==> config.mk <==
export PLATFORM = sky130hd
export DESIGN_NAME = shared_delay_sched
export DESIGN_NICKNAME = d
export VERILOG_FILES = /design/src/rtl/shared_delay_sched.sv
export SDC_FILE = /design/constraint.sdc
export NUM_CORES = 1
export LEC_CHECK = 0
export ABC_CLOCK_PERIOD_IN_PS = 2240
export BUFFER_PORTS_ARGS = -buffer_cell sky130_fd_sc_hd__buf_2
export CORE_ASPECT_RATIO = 1.4
export CORE_MARGIN = 4
export CORE_UTILIZATION = 40
export DETAILED_ROUTE_END_ITERATION = 10
export HOLD_SLACK_MARGIN = 0.03
export MAX_ROUTING_LAYER = met4
export PLACE_DENSITY = 0.65
export SYNTH_ARGS = -nofsm -noshare
export SYNTH_HDL_FRONTEND = slang
export SYNTH_SLANG_ARGS = --single-unit
==> constraint.sdc <==
create_clock -name iClk -period 2.24 [get_ports iClk]
set_input_delay 0.448 -clock iClk [delete_from_list [all_inputs] [get_ports iClk]]
set_output_delay 0.448 -clock iClk [all_outputs]
set_load 0.03 [all_outputs]
==> src/rtl/shared_delay_sched.sv <==
// Round-robin owner of one programmable delay counter shared by NUM_REQ sequencers.
// Define SDS_PRESCALE_EN to add the iTick port and count only on tick cycles.
module shared_delay_sched #(
    parameter int NUM_REQ = 4,
    parameter int CNT_W   = 16
) (
    input  logic                     iClk,
    input  logic                     iRst_n,
    input  logic [NUM_REQ-1:0]       iReq,
    input  logic [NUM_REQ*CNT_W-1:0] iDelay,
`ifdef SDS_PRESCALE_EN
    input  logic                     iTick,
`endif
    output logic [NUM_REQ-1:0]       oGnt,
    output logic [NUM_REQ-1:0]       oDone,
    output logic                     oBusy,
    output logic [CNT_W-1:0]         oCntr
);

    localparam int IDX_W = (NUM_REQ > 1) ? $clog2(NUM_REQ) : 1;

    typedef enum logic [1:0] {
        IDLE  = 2'd0,
        LOAD  = 2'd1,
        COUNT = 2'd2,
        DONE  = 2'd3
    } stateT;

    stateT              stateReg, stateNext;
    logic [NUM_REQ-1:0] gntReg, gntNext;
    logic [NUM_REQ-1:0] doneReg, doneNext;
    logic               busyReg, busyNext;
    logic [CNT_W-1:0]   cntrReg, cntrNext;
    logic [CNT_W-1:0]   dlyReg, dlyNext;
    logic [IDX_W-1:0]   gIdxReg, gIdxNext;
    logic [IDX_W-1:0]   ptrReg, ptrNext;

    logic [CNT_W-1:0]   delayArr [NUM_REQ];
    logic [IDX_W-1:0]   candIdx  [NUM_REQ];
    logic [NUM_REQ-1:0] candHit;
    logic [IDX_W-1:0]   pickIdx;
    logic               pickValid;
    logic               reqLost;
    logic               cntEn;

`ifdef SDS_PRESCALE_EN
    assign cntEn = iTick;
`else
    assign cntEn = 1'b1;
`endif

    // Candidate gi is the (gi+1)-th index after the pointer, wrapping at NUM_REQ.
    for (genvar gi = 0; gi < NUM_REQ; gi++) begin : genCand
        logic [IDX_W:0] candSum;
        assign delayArr[gi] = iDelay[gi*CNT_W +: CNT_W];
        assign candSum      = {1'b0, ptrReg} + (IDX_W+1)'(gi + 1);
        assign candIdx[gi]  = (candSum >= (IDX_W+1)'(NUM_REQ))
                            ? IDX_W'(candSum - (IDX_W+1)'(NUM_REQ))
                            : candSum[IDX_W-1:0];
        assign candHit[gi]  = iReq[candIdx[gi]];
    end

    always_comb begin
        pickIdx   = '0;
        pickValid = 1'b0;
        for (int k = NUM_REQ - 1; k >= 0; k--) begin
            if (candHit[k]) begin
                pickIdx   = candIdx[k];
                pickValid = 1'b1;
            end
        end
    end

    assign reqLost = ~iReq[gIdxReg];

    always_ff @(posedge iClk or negedge iRst_n) begin
        if (!iRst_n) begin
            stateReg <= IDLE;
            gntReg   <= '0;
            doneReg  <= '0;
            busyReg  <= 1'b0;
            cntrReg  <= '0;
            dlyReg   <= '0;
            gIdxReg  <= '0;
            ptrReg   <= IDX_W'(NUM_REQ - 1);
        end else begin
            stateReg <= stateNext;
            gntReg   <= gntNext;
            doneReg  <= doneNext;
            busyReg  <= busyNext;
            cntrReg  <= cntrNext;
            dlyReg   <= dlyNext;
            gIdxReg  <= gIdxNext;
            ptrReg   <= ptrNext;
        end
    end

    always_comb begin
        stateNext = stateReg;
        case (stateReg)
            IDLE:    if (pickValid) stateNext = LOAD;
            LOAD:    stateNext = reqLost ? IDLE : COUNT;
            COUNT: begin
                if (reqLost)                stateNext = IDLE;
                else if (cntrReg == dlyReg) stateNext = DONE;
            end
            DONE:    stateNext = IDLE;
            default: stateNext = IDLE;
        endcase
    end

    always_comb begin
        gntNext  = gntReg;
        doneNext = '0;
        cntrNext = cntrReg;
        dlyNext  = dlyReg;
        gIdxNext = gIdxReg;
        ptrNext  = ptrReg;
        busyNext = (stateNext != IDLE);
        case (stateReg)
            IDLE: begin
                if (pickValid) begin
                    gIdxNext = pickIdx;
                    gntNext  = {{(NUM_REQ-1){1'b0}}, 1'b1} << pickIdx;
                end
            end
            LOAD, COUNT: begin
                // A dropped request abandons the count; the pointer still advances past it.
                if (reqLost) begin
                    gntNext  = '0;
                    cntrNext = '0;
                    ptrNext  = gIdxReg;
                end else if (stateReg == LOAD) begin
                    dlyNext  = delayArr[gIdxReg];
                    cntrNext = '0;
                end else if (cntrReg == dlyReg) begin
                    doneNext = gntReg;
                end else if (cntEn) begin
                    cntrNext = cntrReg + CNT_W'(1);
                end
            end
            DONE: begin
                gntNext = '0;
                ptrNext = gIdxReg;
            end
            default: ;
        endcase
    end

    assign oGnt  = gntReg;
    assign oDone = doneReg;
    assign oBusy = busyReg;
    assign oCntr = cntrReg;

endmodule
## Word level (Yosys, flattened, before mapping)

Cells that the tools add are included.

- Output and inout port bits: 25
- Logic and storage cells: 87
- Register bits after elaboration: 47

- Mux-type cells: 42
- Reduce and logical (&&, ||, !) cells: 9
- Shift-type cells: 1
- Bitwise logic cells: 1
- Add/sub/neg operators: 9
- Equality and inequality tests: 7
- Magnitude comparators: 10

Operator list:

| cell | number |
|---|---|
| 16-bit 2-to-1 mux | 5 |
| 16-bit binary-select mux with 2-bit select | 1 |
| 2-bit 2-to-1 mux | 13 |
| 4-bit 2-to-1 mux | 6 |
| 16-bit by 1-bit adder with 16-bit output (second input constant) | 1 |
| 16-bit equality test | 1 |
| 3-bit greater-or-equal comparator (second input constant) | 5 |
| 2-bit by 3-bit less-than comparator with 1-bit output (second input constant) | 5 |
| 4-bit one-hot mux with 3 select lines | 1 |
| 1-bit binary-select mux with 2-bit select | 5 |
| 1-bit 2-to-1 mux | 9 |
| 2-bit one-hot mux with 4 select lines | 1 |
| 2-bit AND reduction | 4 |
| 2-bit by 1-bit subtractor with 2-bit output (second input constant) | 4 |
| 2-bit by 2-bit adder with 3-bit output (second input constant) | 2 |
| 2-bit equality test (second input constant) | 2 |
| 2-bit inequality test (second input constant) | 2 |
| 2-bit one-hot mux with 2 select lines | 1 |
| 2-bit nonzero test | 2 |
| 1-bit by 2-bit left shift with 4-bit output (first input constant) | 1 |
| 2-bit by 1-bit adder with 3-bit output (second input constant) | 1 |
| 2-bit by 3-bit adder with 3-bit output (second input constant) | 1 |
| 3-bit by 2-bit inequality test with 1-bit output (second input constant) | 1 |
| 2-bit NOT with 3-bit output | 1 |
| 4 further kinds | 4 |

## Depth between registers and ports, before layout

Gate-level depths: netlist of run 1.

- Depth in word-level cells: 12
- Mapped depth: 7

## Worst setup path after synthesis of run 1

OpenSTA, ideal clock, no wires.

- Path type: flip-flop to flip-flop
- Start point: reg cntrReg[2] (netlist: oCntr[2])
- End point: reg cntrReg[6] (netlist: oCntr[6])
- Stages on the path, launching flop included: 8
- Library setup time: 0.124 ns
- Slack: 0.293 ns
- Data required time: 2.116 ns
- Clock period less this slack: 1.947 ns
- Buffers on the path: 2
- Arrival time: 1.823 ns
- Cells stage by stage: dfrtp_1 > buf_2 > xor2_1 > nor4_1 > nand4_1 > clkbuf_1 > nor4b_1 > a211o_1

- Cells in the longest elaborated chain, start to end: 4
- Elaborated cells on any way between the ends: 7

Ends and longest elaborated chain:

| item | line | RTL |
|---|---|---|
| start: declaration | 33 | `logic [CNT_W-1:0] cntrReg, cntrNext;` |
| start signal: assignment | 91 | `cntrReg <= cntrNext;` |
| 16-bit by 1-bit adder with 16-bit output | 139 | `cntrNext = cntrReg + CNT_W'(1);` |
| 16-bit 2-to-1 mux | 136 | `end else if (cntrReg == dlyReg) begin` |
| 16-bit 2-to-1 mux | 133 | `end else if (stateReg == LOAD) begin` |
| 16-bit 2-to-1 mux | 129 | `if (reqLost) begin` |

Several ways; a longest one is shown, not always the timed one. The select of a mux whose other input is x is not followed.
A chain may end at the register's enable or synchronous reset.

## Worst setup path after layout of run 1

- Start point: reg cntrReg[8] (netlist: oCntr[8])
- End point: reg cntrReg[3] (netlist: oCntr[3])

- Cells in the longest elaborated chain, start to end: 3

Ends and longest elaborated chain:

| item | line |
|---|---|
| 16-bit equality test | 136 |
| 3-bit by 2-bit inequality test with 1-bit output (no line) | -- |
| 2-bit AND reduction (no line) | -- |

No other way between the ends.

==> results of run 1 <==
## per-layer routing
layer	wire length, um	vias to the layer above
met2	3730	81
met4	95	0
li1	-	1184
met3	380	7
met5	0	-
met1	3050	1244
## worst paths after layout
check	from	endpoint	slack [ps]	cells past startpoint
worst max-delay path	oCntr[8]	oCntr[3]	300	6
worst min-delay path	iRst_n	oCntr[0]	240	2
worst max register to register	oCntr[8]	oCntr[3]	300	6
worst min register to register	oGnt[3]	oDone[3]	510	1
max in group asynchronous	iRst_n	dlyReg[14]	1590	2
min in group iClk	oGnt[3]	oDone[3]	510	1
## cells by family after synthesis
kind of cell	count (synthesis)	synth area share
compound gates	49	0.123
xor+xnor	16	0.0477
fa+ha+maj	5	0.0213
buf+inv	27	0.0435
flops	47	0.402
mux	37	0.207
simple gates	79	0.156
## stage by stage
step / utilization / instances / hold WS (ps)
6_report: 0.513 / 453 / 239
5_1_grt: 0.513 / 453 / 292
4_1_cts: 0.513 / 453 / 253
3_5_place_dp: 0.501 / 445 / 492
3_3_place_gp: 0.501 / 445 / 482
2_1_floorplan: - / 260 / 152
## critical path: stages, from the launching register on
cell and delay (ps):
dfrtp_1 460, xor2_1 170, nor4_1 340, nand4_1 200, buf_12 210, and4_1 180
a211o_1 270
## cell usage in the layout, fill, tap and decap left out, types with 2 or more instances in the layout
cell,Yosys,routed
a21oi_1,6,6
clkbuf_8,0,5
nor3b_1,2,2
ha_1,5,5
nand3_1,9,9
nor4b_1,3,3
and3_1,8,8
mux4_2,17,17
a211oi_1,2,2
a211o_1,4,4
and4_1,5,5
nor4_1,5,5
dfrtp_1,45,45
a41oi_1,4,4
a21o_1,3,3
o21ai_0,6,6
and2_1,5,5
buf_2,3,94
buf_4,2,12
nor2_1,4,4
o22a_1,2,2
mux2_2,20,20
nor2b_1,2,2
nor3_1,2,2
a31oi_1,7,7
inv_1,10,10
dfstp_2,2,2
xor2_1,16,16
clkbuf_1,9,2
nand2b_1,3,3
nand4_1,4,4
a2bb2oi_1,2,2
nand2_1,20,20
a31o_2,5,5
o221ai_1,2,2
## power breakdown
group	internal [mW]	switching (mW)	leakage, nW
clock	0.219	0.270	0.0422
combinational	0.999	1.05	1.15
sequential	1.13	0.181	0.601
## sequential cells by signal, indices dropped and copies added (netlist names)
| register | cells |
|---|---|
| gIdxReg | 2 |
| oGnt | 4 |
| stateReg | 2 |
| oCntr | 16 |
| ptrReg | 2 |
| oBusy | 1 |
| oDone | 4 |
| dlyReg | 16 |
## area by class of cell
cell class,instances,area (um^2),area share
Timing Repair Buffer,107,581,0.160
Sequential cell,47,1180,0.325
Tap cell,95,119,0.0328
Multi-Input combinational cell,186,1630,0.449
Clock buffer,7,76.3,0.0210
Clock inverter,1,5.00,0.00138
Inverter,10,37.5,0.0104
==> run metrics, run 1 <==
crit path kind reg -> reg; worst hold-check path type in -> async; part of the Yosys area used for sequential elements 0.402; RSZ-0062 raised after global routing no; DR pass1 iterations 4; vias in the first global route 2447; fraction of layout cells with a size suffix above 1 0.453; syn avg cell area 11.3 um^2; Slew headroom 0.564; Root Driver clkbuf_8; Syn. warnings 0; Layout area overhead 23.5%; # rows 36; Filler Cell Count 645; num ports 95; routed vias 2516; area of the core 7070 um^2; period utilisation layout 0.865; CTS tree done; capturing element type of the critical path flop; cell taking the most area after synthesis dfrtp_1; total track usage 0.177; met1 usage 0.234; Pwr Density 1060 nW/um^2; Clock Skew 15.0 ps; final setup fails 0; die area 8790 um^2; distinct cell type count after synthesis 49; fin crit period 1940 ps; TritonCTS buffer count 5; Worst Setup Start Kind flop; drt wl/cell 16.0 um; Syn Inst Count 260; Commonest cells post-synth dfrtp_1 (45), mux2_2 (20), nand2_1 (20); Setup Buffers After CTS 0; crit-path max FO 33; DR vias/cell 5.55; maximum clock rate 516 MHz; Final WS setup 302 ps; worst skew pair latency 300 ps; Final Wtd Congestion 0.797; mapped cell area 2940 um^2; Chip Height 109 um; P_leak 1.79 nW; ANT cells 0; top cells by area, synth dfrtp_1 (38%), mux4_2 (13%), mux2_2 (7.7%), xor2_1 (4.8%), nand2_1 (2.6%); grt ovf 0; Fin. Hold Viols 0; top_reg_cell synth dfrtp_1; Clock Tree Buf Depth 2; Clock transition at path regs 90 ps; cell with the most instances after synthesis dfrtp_1; # clock sinks 47; required time of the worst setup path 2430 ps; Synth Register Bits 47; Initial Util 0.415; H-tree depth 2; total power 3.85 mW; Synth top area share 0.384; GRT met3 Usage 0.0238; hold-fix buffers at CTS 0; Net Count, Synth 335; Resized Gates After CTS 0; Final nets 432; fin area 3630 um^2; Worst VDD drop 510 uV; WP data arrival 2130 ps; status finished, final reports clean; setup_tns 0 ps; Final HPWL DP 5.62 mm; ys async rst share 1.00; die width 80.4 um; antenna-violating nets left 0; Max Transition Viols Final 0; largest net degree at the start of global routing 48; worst slew pin tran 650 ps; busiest grt layer met2; wirelength, routed 7.25 mm; initial antenna violation count 0; Placement Setup Slack 175 ps; IO buf count 94; Post-synth EDFFs 0; first-pass GRT wire length 11.8 mm; starting DRC count in detailed routing 228; Max-Cap Viols 0; Remaining DRCs 0; met2 Usage GRT 0.282; Post-DP Area 3540 um^2
Note: power is estimated with default switching activity, not from simulation.
==> run 2, diff against run 1 <==
--- a/config.mk
+++ b/config.mk
@@ -7,7 +7,6 @@
 export LEC_CHECK = 0
 export ABC_CLOCK_PERIOD_IN_PS = 2240
 export BUFFER_PORTS_ARGS = -buffer_cell sky130_fd_sc_hd__buf_2
-export CORE_ASPECT_RATIO = 1.4
 export CORE_MARGIN = 4
 export CORE_UTILIZATION = 40
 export DETAILED_ROUTE_END_ITERATION = 10
==> run 2 against run 1 <==
Effect of this change:
- power up 1.6%
- sequential cell count did not move
- first-iteration DRC count decreased by 43%
- critical path type unchanged
- largest cell class unchanged
- largest power group unchanged
==> run metrics, run 2 (synthesis gave the netlist of run 1 again) <==
largest net degree at the start of global routing 34 (was 48); Clock Skew 5.98 ps (was 15.0 ps); most common cell after layout, fill and taps aside buf_2 (unchanged); Max Transition Viols Final 0 (unchanged); crit path kind reg -> reg (unchanged); IO buf count 94 (unchanged); routed vias 2481 (was 2516); total track usage 0.175 (was 0.177); WP data arrival 2100 ps (was 2130 ps); initial antenna violation count 0 (unchanged); Root Driver clkbuf_8 (unchanged); most frequent cells in the layout buf_2 (94), dfrtp_1 (45), nand2_1 (20), mux2_2 (20), mux4_2 (17) (unchanged); fraction of layout cells with a size suffix above 1 0.458 (was 0.453); # rows 30 (was 36); RSZ-0062 raised after global routing no (unchanged); wirelength, routed 7.30 mm (was 7.25 mm); first-pass GRT wire length 11.6 mm (was 11.8 mm); Final WS setup 332 ps (was 302 ps); worst hold-check path type in -> async (unchanged); DR vias/cell 5.46 (was 5.55); area of the core 6940 um^2 (was 7070 um^2); Worst Setup Start Kind flop (unchanged); TritonCTS buffer count 5 (unchanged); hold-fix buffers at CTS 0 (unchanged); P_leak 1.80 nW (was 1.79 nW); Post-DP Area 3570 um^2 (was 3540 um^2); Final nets 433 (was 432); Placement Setup Slack 204 ps (was 175 ps); Setup Buffers After CTS 0 (unchanged); Resized Gates After CTS 0 (unchanged); grt ovf 0 (unchanged); Pwr Density 1070 nW/um^2 (was 1060 nW/um^2); Worst VDD drop 470 uV (was 510 uV); worst skew pair latency 310 ps (was 300 ps); H-tree depth 2 (unchanged); die width 93.7 um (was 80.4 um); Remaining DRCs 0 (unchanged); required time of the worst setup path 2430 ps (about the same); worst slew pin tran 627 ps (was 650 ps); ANT cells 0 (unchanged); DP Cell Count 447 (was 445); Clock transition at path regs 90 ps (about the same); total power 3.91 mW (was 3.85 mW); Util after Layout 0.526 (was 0.513); period utilisation layout 0.852 (was 0.865); capturing element type of the critical path flop (unchanged); Post-Layout Cell Count 454 (was 453); Slew headroom 0.580 (was 0.564); Initial Util 0.423 (was 0.415); Final HPWL DP 5.76 mm (was 5.62 mm); Max-Cap Viols 0 (unchanged); final setup fails 0 (unchanged); reg2reg setup slack 330 ps (was 300 ps); vias in the first global route 2450 (was 2447); crit-path max FO 33 (unchanged); Fin. Hold Viols 0 (unchanged); maximum clock rate 524 MHz (was 516 MHz); antenna-violating nets left 0 (unchanged); num ports 95 (unchanged); starting DRC count in detailed routing 130 (was 228); fin area 3650 um^2 (was 3630 um^2); fin crit period 1910 ps (was 1940 ps); DR pass1 iterations 4 (unchanged); status finished, final reports clean (unchanged); CTS tree done (unchanged); hold slack final 144 ps (was 239 ps); setup_tns 0 ps (unchanged); # clock sinks 47 (unchanged); Chip Height 93.7 um (was 109 um); Layout area overhead 24.5% (was 23.5%); Final Wtd Congestion 0.854 (was 0.797); Filler Cell Count 646 (was 645); Clock Tree Buf Depth 2 (unchanged); drt wl/cell 16.1 um (was 16.0 um); die area 8770 um^2 (was 8790 um^2)
run 2: worst paths after layout:
kind	start	end	cells past startpoint
setup reg to reg	oCntr[15]	oCntr[4]	6
min in group iClk	oGnt[1]	oDone[1]	2
hold reg to reg	oGnt[1]	oDone[1]	2
max in group asynchronous	iRst_n	oBusy	2
hold / removal	iRst_n	oCntr[5]	1
setup / recovery	oCntr[15]	oCntr[4]	6
run 2: report_power, final:
part           switching, mW  internal [mW]  total [mW]  leakage, nW
Clock                  0.288          0.243       0.531       0.0470
Combinational           1.04           1.02        2.06         1.16
Sequential             0.190           1.13        1.32        0.601
Total                   1.51           2.39        3.91         1.80
run 2: routing by layer:
metal	share of wire	up-vias	wire [um]	global-route usage
li1	-	1187	-	-
met1	0.47	1200	3460	0.240
met2	0.47	84	3400	0.266
met3	0.045	10	327	0.0264
met4	0.016	0	117	0.0626
met5	0	-	0	-
run 2: worst max-delay path: stages, from the launching register on:
cell     delay (ps)
dfrtp_1         460
xor2_1          170
nor4_1          320
nand4_1         190
buf_12          210
nor4b_1         150
a211o_1         280
run 2: layout make-up:
cell class / instances / area (um^2) / share of cell area
sequential: 47 / 1180 / 0.323
clock buffer: 6 / 82.6 / 0.0226
inverter: 10 / 37.5 / 0.0103
timing repair buffer: 108 / 601 / 0.164
multi-input combinational: 186 / 1630 / 0.446
tap: 96 / 120 / 0.0329
clock inverter: 1 / 5.00 / 0.00137
==> run 3, diff against run 2 <==
--- a/config.mk
+++ b/config.mk
@@ -6,13 +6,12 @@
 export NUM_CORES = 1
 export LEC_CHECK = 0
 export ABC_CLOCK_PERIOD_IN_PS = 2240
-export BUFFER_PORTS_ARGS = -buffer_cell sky130_fd_sc_hd__buf_2
 export CORE_MARGIN = 4
 export CORE_UTILIZATION = 40
 export DETAILED_ROUTE_END_ITERATION = 10
+export DONT_BUFFER_PORTS = 1
 export HOLD_SLACK_MARGIN = 0.03
 export MAX_ROUTING_LAYER = met4
-export PLACE_DENSITY = 0.65
 export SYNTH_ARGS = -nofsm -noshare
 export SYNTH_HDL_FRONTEND = slang
 export SYNTH_SLANG_ARGS = --single-unit
==> run 3 against run 2 <==
Effect of this change:
- fmax shrank 1.6%
- routed wire length fell by 0.85%
- largest cell class unchanged
- register-to-register slack lost 30 ps
- cell count fell by 18%
- via count decreased by 12%
- hold slack improved by 280 ps
- critical path type unchanged
- die area is the same
- sequential power increased by 5%
==> run metrics, run 3 (synthesis gave the netlist of run 1 again) <==
worst slew pin tran 686 ps (was 627 ps); reg2reg start gIdxReg[1] (was oCntr[15]); Final HPWL DP 5.62 mm (was 5.76 mm); worst hold-check path type in -> reg (was in -> async); TritonCTS buffer count 5 (unchanged); P_leak 1.46 nW (was 1.80 nW); Resized Gates After CTS 0 (unchanged); ANT cells 0 (unchanged); DP Cell Count 361 (was 447); die area 8770 um^2 (unchanged); Layout area overhead 11.9% (was 24.5%); CTS tree done (unchanged); maximum clock rate 516 MHz (was 524 MHz); most common cell after layout, fill and taps aside dfrtp_1 (was buf_2); crit path kind reg -> reg (unchanged); fin crit period 1940 ps (was 1910 ps); Final Wtd Congestion 0.842 (was 0.854); Chip Height 93.7 um (unchanged); Clock Skew 8.84 ps (was 5.98 ps); first-pass GRT wire length 11.7 mm (was 11.6 mm); DR vias/cell 5.91 (was 5.46); Root Driver clkbuf_8 (unchanged); most frequent cells in the layout dfrtp_1 (45), buf_4 (21), nand2_1 (20), mux2_2 (20), mux4_2 (17) (was buf_2 (94), dfrtp_1 (45), nand2_1 (20), mux2_2 (20), mux4_2 (17)); Worst VDD drop 553 uV (was 470 uV); Util after Layout 0.473 (was 0.526); Final WS setup 300 ps (was 332 ps); Filler Cell Count 660 (was 646); fin area 3280 um^2 (was 3650 um^2); RSZ-0062 raised after global routing no (unchanged); Slew headroom 0.541 (was 0.580); status finished, final reports clean (unchanged); die width 93.7 um (unchanged); H-tree depth 2 (unchanged); Clock transition at path regs 90 ps (about the same); Post-DP Area 3140 um^2 (was 3570 um^2); Remaining DRCs 0 (unchanged); RR Endpoint oCntr[15] (was oCntr[4]); drt wl/cell 19.5 um (was 16.1 um); Initial Util 0.423 (unchanged); # clock sinks 47 (unchanged); starting DRC count in detailed routing 94 (was 130); Final nets 349 (was 433); Max Transition Viols Final 0 (unchanged); antenna-violating nets left 0 (unchanged); initial antenna violation count 0 (unchanged); Worst Setup Start Kind flop (unchanged); Pwr Density 1170 nW/um^2 (was 1070 nW/um^2); fraction of layout cells with a size suffix above 1 0.291 (was 0.458); worst skew pair latency 300 ps (was 310 ps); Post-Layout Cell Count 371 (was 454); capturing element type of the critical path flop (unchanged); crit-path max FO 8 (was 33); worst setup path start gIdxReg[1] (was oCntr[15]); FF-to-FF path depth 5 (was 6); setup_tns 0 ps (unchanged); DR pass1 iterations 4 (unchanged); reg2reg setup slack 300 ps (was 330 ps); total track usage 0.175 (about the same); total power 3.85 mW (was 3.91 mW); area of the core 6940 um^2 (unchanged); crit path capture oCntr[15] (was oCntr[4]); Clock Tree Buf Depth 2 (unchanged); Fin. Hold Viols 0 (unchanged); grt ovf 0 (unchanged); WP data arrival 2180 ps (was 2100 ps); vias in the first global route 2234 (was 2450); HP Start iReq[2]; required time of the worst setup path 2480 ps (was 2430 ps); routed vias 2191 (was 2481); period utilisation layout 0.866 (was 0.852); IO buf count 0 (was 94); hold slack final 424 ps (was 144 ps); Max-Cap Viols 0 (unchanged); Placement Setup Slack 271 ps (was 204 ps); # rows 30 (unchanged); wirelength, routed 7.24 mm (was 7.30 mm); largest net degree at the start of global routing 48 (was 34); num ports 95 (unchanged); final setup fails 0 (unchanged)
==> run 3: cell types whose count changed in the layout (fill, tap and decap cells not counted) <==
cell           before  now
buf_12              2    1
buf_16              0    1
buf_2              94    0
buf_4              12   21
clkbuf_8            6    7
clkinv_2            1    0
clkinvlp_4          0    1
dlygate4sd3_1       0    1
==> run 3: worst min path at each step <==
stage / end / cells after the start
2_1_floorplan: dlyReg[0] / 0
3_3_place_gp: oDone[1] / 0
3_5_place_dp: oDone[1] / 0
4_1_cts: stateReg[0] / 3
5_1_grt: stateReg[0] / 3
6_report: stateReg[0] / 3
==> run 3: report_power, final <==
group / switching [mW] / internal, mW
Clock: 0.291 / 0.281
Sequential: 0.258 / 1.13
Combinational: 0.949 / 0.934
Total: 1.50 / 2.35
==> run 3: cell type report <==
class / count / area (um^2) / share of cell area
timing repair buffer: 24 / 215 / 0.0655
multi-input combinational: 186 / 1630 / 0.496
clock buffer: 7 / 96.3 / 0.0293
sequential: 47 / 1180 / 0.359
tap: 96 / 120 / 0.0366
clock inverter: 1 / 7.51 / 0.00229
inverter: 10 / 37.5 / 0.0114
==> run 3: per-layer routing <==
| metal | wire [um] | vias to the layer above | global-route usage |
|---|---|---|---|
| met4 | 87 | 0 | 0.0469 |
| met2 | 3350 | 87 | 0.260 |
| met1 | 3290 | 1075 | 0.242 |
| li1 | - | 1021 | - |
| met5 | 0 | - | - |
| met3 | 510 | 8 | 0.0425 |
==> run 3: timing repair <==
item                                   CTS  global route
endpoints found under the hold margin   47             0
hold buffers                             2             0
buffers inserted                         0             0
==> run 3: worst max-delay path: stages (launching register included) <==
cell	delay (ps)
dfrtp_1	400
mux4_2	450
nor2b_1	600
nand2_1	110
a31o_2	230
nand3_1	90
